File: config.mk
export PLATFORM = sky130hd
export DESIGN_NAME = priority_encoder_rr
export DESIGN_NICKNAME = d
export VERILOG_FILES = /design/src/rtl/penc_pkg.sv /design/src/rtl/priority_encoder_rr_prio_search.sv /design/src/rtl/priority_encoder_rr.sv
export SDC_FILE = /design/constraint.sdc
export NUM_CORES = 1
export LEC_CHECK = 0
export ABC_AREA = 1
export CAP_MARGIN = 25
export CORE_UTILIZATION = 46
export CTS_CLUSTER_SIZE = 24
export DETAILED_ROUTE_END_ITERATION = 10
export GPL_ROUTABILITY_DRIVEN = 0
export MAX_ROUTING_LAYER = met4
export PLACE_DENSITY_LB_ADDON = 0.2
export SLEW_MARGIN = 20
export SYNTH_ARGS = -nofsm -noshare
export SYNTH_HDL_FRONTEND = slang
export SYNTH_SLANG_ARGS = --single-unit
File: constraint.sdc
create_clock -name clk -period 3.1 [get_ports clk]
set_input_delay 0.62 -clock clk [delete_from_list [all_inputs] [get_ports clk]]
set_output_delay 0.62 -clock clk [all_outputs]
set_load 0.02 [all_outputs]
File: src/rtl/penc_pkg.sv
// penc_pkg: shared constants and helpers for the registered priority encoder.
package penc_pkg;
  localparam int PENC_N_MAX = 64;
  function automatic logic [PENC_N_MAX-1:0] onehot(input logic [5:0] idx);
    return PENC_N_MAX'(1) << idx;
  endfunction
  // Rotates the low n bits of v down by sh (sh < n); bit k of the result is v[(k+sh) mod n].
  function automatic logic [PENC_N_MAX-1:0] rot_down(input logic [PENC_N_MAX-1:0] v, input logic [5:0] sh, input int n);
    logic [PENC_N_MAX-1:0] m;
    logic [2*PENC_N_MAX-1:0] d;
    m = (n >= PENC_N_MAX) ? '1 : ((PENC_N_MAX'(1) << n) - PENC_N_MAX'(1));
    d = {PENC_N_MAX'(0), v & m} | ({PENC_N_MAX'(0), v & m} << n);
    return PENC_N_MAX'(d >> sh) & m;
  endfunction
endpackage

File: src/rtl/priority_encoder_rr_prio_search.sv
// prio_search: picks the first set bit searching downward from i_start-1, wrapping to N-1.
import penc_pkg::*;
module prio_search #(
  parameter int N = 8
) (
  input  logic [N-1:0]         i_vec,
  input  logic [$clog2(N)-1:0] i_start,
  output logic [$clog2(N)-1:0] o_idx,
  output logic                 o_found
);
  localparam int W = $clog2(N);
  logic [N-1:0] w_rot;
  logic [W-1:0] w_j;
  logic [W:0]   w_sum;
  assign w_rot = N'(rot_down(PENC_N_MAX'(i_vec), 6'(i_start), N));
  always_comb begin
    w_j = '0;
    for (int k = 0; k < N; k++) w_j = w_rot[k] ? W'(k) : w_j;
  end
  assign w_sum   = {1'b0, w_j} + {1'b0, i_start};
  assign o_idx   = (w_sum >= (W+1)'(N)) ? W'(w_sum - (W+1)'(N)) : W'(w_sum);
  assign o_found = |i_vec;
endmodule

File: src/rtl/priority_encoder_rr.sv
// priority_encoder_rr: sticky-request priority encoder with valid/ready output.
// Define PRIO_ENC_RR_EN for round-robin rotation; otherwise highest index wins.
import penc_pkg::*;
module priority_encoder_rr #(
  parameter int N = 8,
  localparam int W = $clog2(N)
) (
  input  logic         clk,
  input  logic         rst_n,
  input  logic [N-1:0] req,
  input  logic         out_ready,
  output logic         out_valid,
  output logic [W-1:0] out_idx,
  output logic [N-1:0] out_onehot,
  output logic         busy
);
  logic [N-1:0] r_pend;
  logic         r_valid;
  logic [W-1:0] r_idx;
  logic [N-1:0] w_eff;
  logic         w_free;
  logic         w_load;
  logic         w_found;
  logic [W-1:0] w_win;
  logic [W-1:0] w_start;
  assign w_eff  = r_pend | req;
  assign w_free = !r_valid || out_ready;
  assign w_load = w_free && w_found;
`ifdef PRIO_ENC_RR_EN
  logic [W-1:0] r_ptr;
  always_ff @(posedge clk or negedge rst_n)
    if (!rst_n) r_ptr <= '0;
    else if (w_load) r_ptr <= w_win;
  assign w_start = r_ptr;
`else
  assign w_start = '0;
`endif
  prio_search #(.N(N)) u_search (
    .i_vec   (w_eff),
    .i_start (w_start),
    .o_idx   (w_win),
    .o_found (w_found)
  );
  always_ff @(posedge clk or negedge rst_n)
    if (!rst_n) begin
      r_pend  <= '0;
      r_valid <= 1'b0;
      r_idx   <= '0;
    end else begin
      r_pend  <= w_load ? (w_eff & ~N'(onehot(6'(w_win)))) : w_eff;
      r_valid <= w_free ? w_found : r_valid;
      r_idx   <= w_load ? w_win : r_idx;
    end
  assign out_valid  = r_valid;
  assign out_idx    = r_idx;
  assign out_onehot = r_valid ? N'(onehot(6'(r_idx))) : '0;
  assign busy       = |r_pend || r_valid;
endmodule

==> run summary <==
Chip Width = 40.8 microns
R2R Setup Slk = 1.75 ns
CTS clk-pin slew, worst paths = 0.07 ns
most common cell in the netlist = nand2_1
sink of the worst hold path = r_pend[0]
critical path class = register to output port
IO Pins = 24
Worst EP required = 2.48 ns
area grow syn2layout = 38.4%
Comb power frac = 0.277
std cell rows = 13
core area = 0.00135 sq mm
Die Area = 0.00167 sq mm
Clock power frac = 0.251
Filler Cells Inserted = 110
period utilisation layout = 0.745
Max Cap Violations = 0
hpwl dp = 1.23 mm
GR peak layer = met2
Yosys Warn Count = 0
post-synth top area cell = dfrtp_1
Initial Utilization = 0.513
Syn Inst Count = 91
Critical-path top delay cell = clkdlybuf4s50_1
Via-to-Cell Ratio = 4.94
number of flops mapped to enable cells by yosys = 0
minimum clock period = 2.31 ns
diode count = 0
HP Class = register to register
Seq pwr share = 0.473
grt ovf = 0
RSZ-0062 raised after global routing = no
Crit Reg-Reg Endpoint = out_idx[0]
hold path depth = 2
clk root buf = clkbuf_4
DR iter-0 viols = 22
CP max stage delay = 0.66 ns
1st-pass router iterations = 4
ys async rst share = 1.00
Reg2Reg Depth = 8
Clock Skew = 0.00395 ns
crit path max fanout = 4
final WL = 1.49 mm
Worst R2R Start = r_pend[3]
WL per Instance = 11.4 microns
Max rail drop VDD = 0.320 mV
CP endpoint kind = output port
Leak = 0.409 nW
global-route wire length before repair = 2.30 mm
vias in the first global route = 543
CP Launch Type = register
measured slew at the worst slew-check pin = 0.548 ns
Slew headroom = 0.633
FMAX = 433 MHz
Post-Syn Area = 693 sq um
Setup Viol. Count Final = 0
met3 Resource Use GR = 0.0978
share of layout cells above drive strength 1 = 0.172
power density cells = 389 mW/mm^2
Mapped Nets = 102
sequential-to-total area share from yosys stat = 0.433
largest net degree at the start of global routing = 13
Setup Buffers After CTS = 0
GR Util met2 = 0.348
port buffer count = 23
Max Slew Vio Count = 0
WP buf/inv = 2
synth top area cells = dfrtp_1, nand2_1, inv_1
outcome = finished, final reports clean
met1 Use GR = 0.282
Power Internal = 0.258 mW
Cell Chain, Critical Path = inv_1 > nand2_1 > nor2_1 > clkdlybuf4s50_1
Avg Inst Size Synth = 7.62 sq um
net count reported at finish = 129
top post-synthesis cells by count = nand2_1, dfrtp_1, inv_1, nor2_1
Die Y-Extent = 40.8 microns
Design Power = 0.374 mW
via count = 647
Net Sw Frac = 0.311
Total GRT Usage = 0.236
setup TNS = 0 ns
Netlist cell types = 23
Final Hold Viols = 0
CTS tree = done
critical path arrival = 1.69 ns
source of the worst hold timing path = r_pend[0]
post-cts resize count = 0
DRC = 0
FF+latch count, synth = 12
Post-synth top flop = dfrtp_1
number of CTS-inserted buffers = 3
top cell type's share of synthesized area = 0.433
initial antenna violation count = 0
sw power = 0.116 mW
Max Root-Sink Buffers = 2
delay-heaviest family, CP = buffers and inverters
DRT antenna net count = 0
# H-tree levels = 1
hold buffer count at cts = 0
CTS Sinks = 12
clock latency of the later-clocked register in the worst-skew pair = 0.28 ns
## layout make-up
type,instances,area [sq um],share of cell area
Inverter,17,63.8,0.0665
Tap cell,15,18.8,0.0196
Multi-Input combinational cell,61,324,0.338
Sequential cell,12,300,0.313
Clock buffer,3,22.5,0.0235
Timing Repair Buffer,23,230,0.240
## kinds of logic after synthesis
logic type	count (synthesis)	synth area share
AOI/OAI and AO/OA	9	0.0993
and+or+nand+nor	52	0.368
DFF	12	0.433
buffers and inverters	18	0.0993
## how the worst max path moves through the flow
stage / startpoint / end / slack (ns) / depth (start not counted)
2_1_floorplan: out_idx[2] / out_onehot[0] / 1.52 / 3
3_3_place_gp: req[5] / out_idx[0] / 1.12 / 9
3_5_place_dp: req[5] / out_idx[0] / 1.08 / 9
4_1_cts: out_idx[2] / out_onehot[1] / 0.79 / 4
5_1_grt: r_pend[1] / busy / 0.71 / 3
6_report: out_idx[2] / out_onehot[1] / 0.79 / 4
## power by group through the flow
stage          Clock [mW]  Sequential [mW]  Combinational [mW]
4_1_cts            0.0979            0.176               0.104
3_5_place_dp            0            0.179               0.104
6_report           0.0937            0.177               0.103
3_3_place_gp            0            0.179               0.102
5_1_grt             0.104            0.177               0.114
2_1_floorplan           0            0.185              0.0466
## layout by cell type (no fill, tap or decap), types with 3 or more instances in the layout
master / synthesis / final
clkbuf_4: 0 / 3
nor2_2: 3 / 3
inv_1: 12 / 12
nand2_1: 22 / 22
nor2_1: 12 / 12
nor2_4: 4 / 4
clkdlybuf4s50_1: 0 / 23
dfrtp_1: 12 / 12
inv_2: 4 / 4
nand2_2: 3 / 3
nand3_1: 3 / 3
## state kept, by name, summed over array words and instances (netlist names)
signal / flops
r_pend: 8
out_idx: 3
out_valid: 1
## routing by layer
layer / share of wire / wire length (microns) / vias to the layer above
met3: 0.055 / 82 / 5
met4: 0.015 / 22 / 0
li1: - / - / 335
met1: 0.47 / 695 / 287
met5: 0 / 0 / -
met2: 0.46 / 692 / 20
## worst register-to-register path: cells and delay by family, from the launching register on
family,cells,cell delay (ns)
flops,1,0.41
simple gates,5,0.46
compound gates,1,0.21
buf+inv,2,0.16
## through the flow
stage / utilization / instances / hold WS [ns] / area, sq um / setup WS [ns]
floorplan: - / 91 / 0.324 / 693 / 1.52
global placement: 0.694 / 128 / 0.502 / 937 / 1.12
detailed placement: 0.694 / 128 / 0.518 / 937 / 1.08
CTS: 0.711 / 131 / 0.533 / 960 / 0.786
global route: 0.711 / 131 / 0.590 / 960 / 0.709
finish: 0.711 / 131 / 0.525 / 960 / 0.791
(Power assumes the default switching activity.)
